**config.mk**
```make
export PLATFORM = sky130hd
export DESIGN_NAME = fir_decim_out
export DESIGN_NICKNAME = d
export VERILOG_FILES = /design/src/rtl/fir_decim_out.sv
export SDC_FILE = /design/constraint.sdc
export NUM_CORES = 1
export LEC_CHECK = 0
export BUFFER_PORTS_ARGS = -buffer_cell sky130_fd_sc_hd__buf_2
export CAP_MARGIN = 20
export CORE_UTILIZATION = 45
export CTS_BUF_LIST = sky130_fd_sc_hd__clkbuf_8
export CTS_CLUSTER_SIZE = 14
export DETAILED_ROUTE_END_ITERATION = 16
export PLACE_DENSITY = 0.72
export SYNTH_ARGS = -nofsm -noshare
export SYNTH_HDL_FRONTEND = slang
export SYNTH_SLANG_ARGS = --single-unit
export TNS_END_PERCENT = 20
```
**constraint.sdc**
```tcl
create_clock -name clk -period 4 [get_ports clk]
set_input_delay 1.2 -clock clk [delete_from_list [all_inputs] [get_ports clk]]
set_output_delay 1.2 -clock clk [all_outputs]
set_load 0.01 [all_outputs]
```
**src/rtl/fir_decim_out.sv**
```systemverilog
// Integrate-and-dump decimator for the FIR output: sums DECIM samples, shifts, saturates, queues in a small FIFO.
// Optional round-half-up scaling is enabled by defining FIR_DECIM_ROUND_EN (truncation toward -inf otherwise).
module fir_decim_out #(
   parameter int WIDTH_IN  = 12,
   parameter int DECIM     = 4,
   parameter int SHIFT     = 2,
   parameter int WIDTH_OUT = 10,
   parameter int DEPTH     = 4
) (
   input  logic                        clk,
   input  logic                        rstn,
   input  logic signed [WIDTH_IN-1:0]  y,
   input  logic                        y_valid,
   output logic signed [WIDTH_OUT-1:0] m_data,
   output logic                        m_valid,
   input  logic                        m_ready,
   output logic                        sat_flag,
   output logic                        drop_flag
);

   localparam int ACC_W = WIDTH_IN + $clog2(DECIM);
   localparam int CNT_W = $clog2(DECIM);
   localparam int PTR_W = $clog2(DEPTH);

   localparam logic [CNT_W-1:0] CNT_LAST  = CNT_W'(DECIM - 1);
   localparam logic [PTR_W:0]   FIFO_FULL = (PTR_W+1)'(DEPTH);

   // Clamp bounds and rounding constant live at ACC_W+1 bits so the rounding add cannot wrap.
   localparam logic signed [ACC_W:0] OUT_MAX =
      {{(ACC_W + 2 - WIDTH_OUT){1'b0}}, {(WIDTH_OUT - 1){1'b1}}};
   localparam logic signed [ACC_W:0] OUT_MIN = ~OUT_MAX;
   localparam logic [ACC_W:0]        ONE_EXT = (ACC_W+1)'(1);
   localparam logic [ACC_W:0]        RND_K   = (ONE_EXT << SHIFT) >> 1;

   logic signed [ACC_W-1:0]     acc;
   logic        [CNT_W-1:0]     cnt;
   logic signed [ACC_W-1:0]     y_ext;
   logic signed [ACC_W-1:0]     sum;
   logic signed [ACC_W:0]       sum_ext;
   logic signed [ACC_W:0]       scaled;
   logic signed [ACC_W:0]       sat_val;
   logic signed [WIDTH_OUT-1:0] result;
   logic                        clip_hi;
   logic                        clip_lo;
   logic                        dump;

   always_comb begin
      y_ext   = {{(ACC_W - WIDTH_IN){y[WIDTH_IN-1]}}, y};
      sum     = acc + y_ext;
`ifdef FIR_DECIM_ROUND_EN
      sum_ext = {sum[ACC_W-1], sum} + $signed(RND_K);
`else
      sum_ext = {sum[ACC_W-1], sum};
`endif
      scaled  = sum_ext >>> SHIFT;
      clip_hi = scaled > OUT_MAX;
      clip_lo = scaled < OUT_MIN;
      if (clip_hi) begin
         sat_val = OUT_MAX;
      end else if (clip_lo) begin
         sat_val = OUT_MIN;
      end else begin
         sat_val = scaled;
      end
      result = WIDTH_OUT'(sat_val);
      dump   = y_valid && (cnt == CNT_LAST);
   end

   // Bubbles hold both counter and accumulator; the dump edge restarts the block with no gap.
   always_ff @(posedge clk) begin
      if (!rstn) begin
         acc <= '0;
         cnt <= '0;
      end else if (y_valid) begin
         if (dump) begin
            acc <= '0;
            cnt <= '0;
         end else begin
            acc <= sum;
            cnt <= cnt + CNT_W'(1);
         end
      end
   end

   // Output handshake: a transfer happens on every clk edge where m_valid && m_ready;
   // m_data is the FIFO head and stays constant until that transfer; m_ready is ignored while m_valid=0.
   logic signed [WIDTH_OUT-1:0] mem [DEPTH];
   logic [PTR_W-1:0]            wr_ptr;
   logic [PTR_W-1:0]            rd_ptr;
   logic [PTR_W:0]              count;
   logic                        full;
   logic                        pop;
   logic                        push;
   logic                        drop;

   always_comb begin
      full = (count == FIFO_FULL);
      pop  = m_valid && m_ready;
      push = dump && (!full || pop);
      drop = dump && full && !pop;
   end

   always_ff @(posedge clk) begin
      if (!rstn) begin
         wr_ptr    <= '0;
         rd_ptr    <= '0;
         count     <= '0;
         sat_flag  <= 1'b0;
         drop_flag <= 1'b0;
         for (int i = 0; i < DEPTH; i++) begin
            mem[i] <= '0;
         end
      end else begin
         if (push) begin
            mem[wr_ptr] <= result;
            wr_ptr      <= wr_ptr + PTR_W'(1);
         end
         if (pop) begin
            rd_ptr <= rd_ptr + PTR_W'(1);
         end
         case ({push, pop})
            2'b10:   count <= count + (PTR_W+1)'(1);
            2'b01:   count <= count - (PTR_W+1)'(1);
            default: count <= count;
         endcase
         // Clipping is reported even when the clipped result is then dropped.
         if (dump && (clip_hi || clip_lo)) begin
            sat_flag <= 1'b1;
         end
         if (drop) begin
            drop_flag <= 1'b1;
         end
      end
   end

   assign m_valid = (count != '0);
   assign m_data  = mem[rd_ptr];

endmodule

```
==> impl_metrics.py <==
metrics = {
    "place": {
        "dp_hpwl_um": 5080,
        "port-buffer-count": 28,
        "place_congestion": 0.889,
    },
    "logic_synthesis": {
        "synth_fa_ha_area_frac": 0.0592,
        "syn_inst": 342,
        "synth.avg_cell_area_um2": 10.6,
        "synth-xor-area-share": 0.0557,
        "synth_compound_area_frac": 0.163,
        "synth_mux_area_frac": 0.0674,
        "synth_top_family_by_area": "compound AO/OA/AOI/OAI gates",
        "async_flop_share": 0,
        "yosysWarnings": 0,
        "synth_cell_types": 47,
        "synth-seq-cells": 67,
        "yosysSeqAreaShare": 0.479,
        "ys.flop_type": "edfxtp_1",
        "synthSimpleGateAreaFrac": 0.138,
        "synth-edff-count": 40,
        "synth_nets": 374,
        "synth.cell_area_um2": 3640,
    },
    "critical_path": {
        "crit_required_ns": 4.09,
        "crit_fanout": 7,
        "critPathArrivalTime_ns": 3.74,
        "rr_startpoint": "acc[0]",
        "worstSetupStartpointType": "input port",
        "cp-end-kind": "flop",
        "ff2ff_path_depth": 9,
        "ff2ff_setup_slack_ns": 0.97,
        "critPathKind": "input port to flop",
        "reg2reg_to": "mem[2][4]",
    },
    "sta": {
        "hold_viol_final": 0,
        "fmax_ghz": 0.273,
        "whs_ns": 0.491,
        "fin_crit_ns": 3.66,
        "rsz0062_at_grt": "no",
        "fin_skew_ns": 0.00929,
        "setup_tns_ns": 0,
        "finalCritPeriodShare": 0.914,
        "slew_violations": 0,
        "setup_viol": 0,
        "worst_pin_slew_ns": 0.719,
        "slew_headroom": 0.517,
    },
    "clock_tree": {
        "cts.sinks": 67,
        "cts_hold_buf": 0,
        "htree_num_levels": 3,
        "cts-root-buf": "clkbuf_8",
        "clk_pin_slew_ns": 0.08,
        "numCtsBuffers": 9,
        "clk_latency_ns": 0.35,
        "clk_path_buf_depth": 2,
        "tritoncts": "yes",
        "cts_setup_buffers": 0,
        "cts_resized": 0,
    },
    "status": {
        "status": "finished, final reports clean",
    },
    "global_route": {
        "antenna_found_initial": 0,
        "track_usage": 0.191,
        "grt_max_degree": 32,
        "grt_pass1_wl_um": 12500,
        "grt_pass1_vias": 2615,
        "grt.overflow.total": 0,
    },
    "final_layout": {
        "drive_gt1_frac": 0.184,
        "layout_commonest_cell": "edfxtp_1",
        "num-nets-final": 408,
        "fillers": 706,
        "antenna_cells": 0,
        "final_cell_mix": "edfxtp_1 (40), a21oi_1 (31), nor2_1 (30), buf_2 (28), dfxtp_1 (27)",
        "synthToLayoutAreaGrowth_pct": 14.3,
    },
    "die": {
        "fp.dieH_um": 91.9,
        "ioPinCount": 29,
        "core_um2": 7770,
        "die-area_um2": 8450,
        "start_util": 0.468,
        "die_w_um": 91.9,
        "num_rows": 32,
    },
    "pwr": {
        "power.total_mw": 2.10,
        "irDropWorstVdd_mv": 0.233,
        "powerDensity_nw_per_um2": 505,
        "p_leak_nw": 1.68,
    },
    "flow_run": {
        "drv_cap": 0,
    },
    "hold_path": {
        "min_to": "acc[12]",
        "hold_depth": 2,
        "min_from": "acc[12]",
        "hold_class": "flop to flop",
    },
    "routing": {
        "wirelength_um": 7470,
        "wl_per_cell_um": 15.5,
        "drtIter0Drc": 165,
        "vias": 2669,
        "drt-pass1-iter-count": 4,
        "ant_nets": 0,
        "drc": 0,
        "viasPerCell": 5.53,
    },
}
## area by class of cell
| cell class | instances | area [um^2] | area share |
|---|---|---|---|
| clock inverter | 7 | 116 | 0.0280 |
| clock buffer | 9 | 124 | 0.0298 |
| tap | 102 | 128 | 0.0307 |
| timing repair buffer | 39 | 223 | 0.0536 |
| multi-input combinational | 241 | 1760 | 0.423 |
| inverter | 18 | 67.6 | 0.0163 |
| sequential | 67 | 1740 | 0.419 |
## power by group
group	internal, mW	leakage (nW)	total (mW)	switching (mW)
combinational	0.256	0.921	0.588	0.332
sequential	0.780	0.634	0.823	0.0429
clock	0.414	0.125	0.687	0.273
total	1.45	1.68	2.10	0.648
## sequential cells by signal (all words and copies together), names as in the netlist, named ones only
| signal | flops |
|---|---|
| drop_flag | 1 |
| rd_ptr | 2 |
| mem | 40 |
| count | 3 |
| acc | 14 |
| sat_flag | 1 |
| wr_ptr | 2 |
| cnt | 2 |
## kinds of logic after synthesis
group | Yosys count
adders and majority gates | 16
DFF | 67
and+or+nand+nor | 99
buffers and inverters | 34
AOI/OAI and AO/OA | 93
xor gates and xnor gates | 21
muxes | 12
## worst max path at each step
stage | startpoint | to | slack (ns)
after floorplan | y[0] | mem[1][8] | 0.41
after global placement | y[0] | mem[0][8] | 0.1
after detailed placement | y[0] | mem[0][8] | 0.02
after CTS | y[0] | mem[0][8] | 0.38
after global routing | y[0] | mem[0][8] | 0.08
final | y[8] | mem[2][4] | 0.34
## cell usage after synthesis, types with 9 or more instances
library cell | count | area share
o21ai_0 | 15 | 0.021
nand2_1 | 19 | 0.020
clkbuf_1 | 12 | 0.012
nor2b_1 | 10 | 0.017
inv_1 | 18 | 0.019
xnor2_1 | 11 | 0.026
and2_1 | 18 | 0.031
dfxtp_1 | 27 | 0.15
nor2_1 | 30 | 0.031
xor2_1 | 9 | 0.022
o22ai_1 | 10 | 0.017
ha_1 | 14 | 0.048
mux4_2 | 10 | 0.062
a21oi_1 | 31 | 0.043
edfxtp_1 | 40 | 0.33
## through the flow
stage / area, um^2 / worst slack [ns] / instances / utilization
2_1_floorplan: 3640 / 0.407 / 342 / -
6_report: 4160 / 0.343 / 483 / 0.535
3_3_place_gp: 3920 / 0.0964 / 467 / 0.504
4_1_cts: 4160 / 0.382 / 483 / 0.535
5_1_grt: 4160 / 0.0775 / 483 / 0.535
3_5_place_dp: 3920 / 0.0206 / 467 / 0.504
## worst max-delay path, cell delays in order
cell	delay, ns
buf_2	0.10
ha_1	0.40
a21oi_1	0.14
o21ai_0	0.41
a21oi_1	0.18
nor3_1	0.63
o21ai_0	0.24
a2bb2oi_1	0.35
nor2_1	0.10
## metal layers
layer / track usage / vias to the layer above / wire [um] / part of all wire
met1: 0.250 / 1270 / 3350 / 0.45
met2: 0.312 / 73 / 3600 / 0.48
li1: - / 1316 / - / -
met5: 0 / - / 0 / 0
met4: 0.0716 / 0 / 108 / 0.014
met3: 0.0423 / 10 / 410 / 0.055
(Power assumes the default switching activity.)
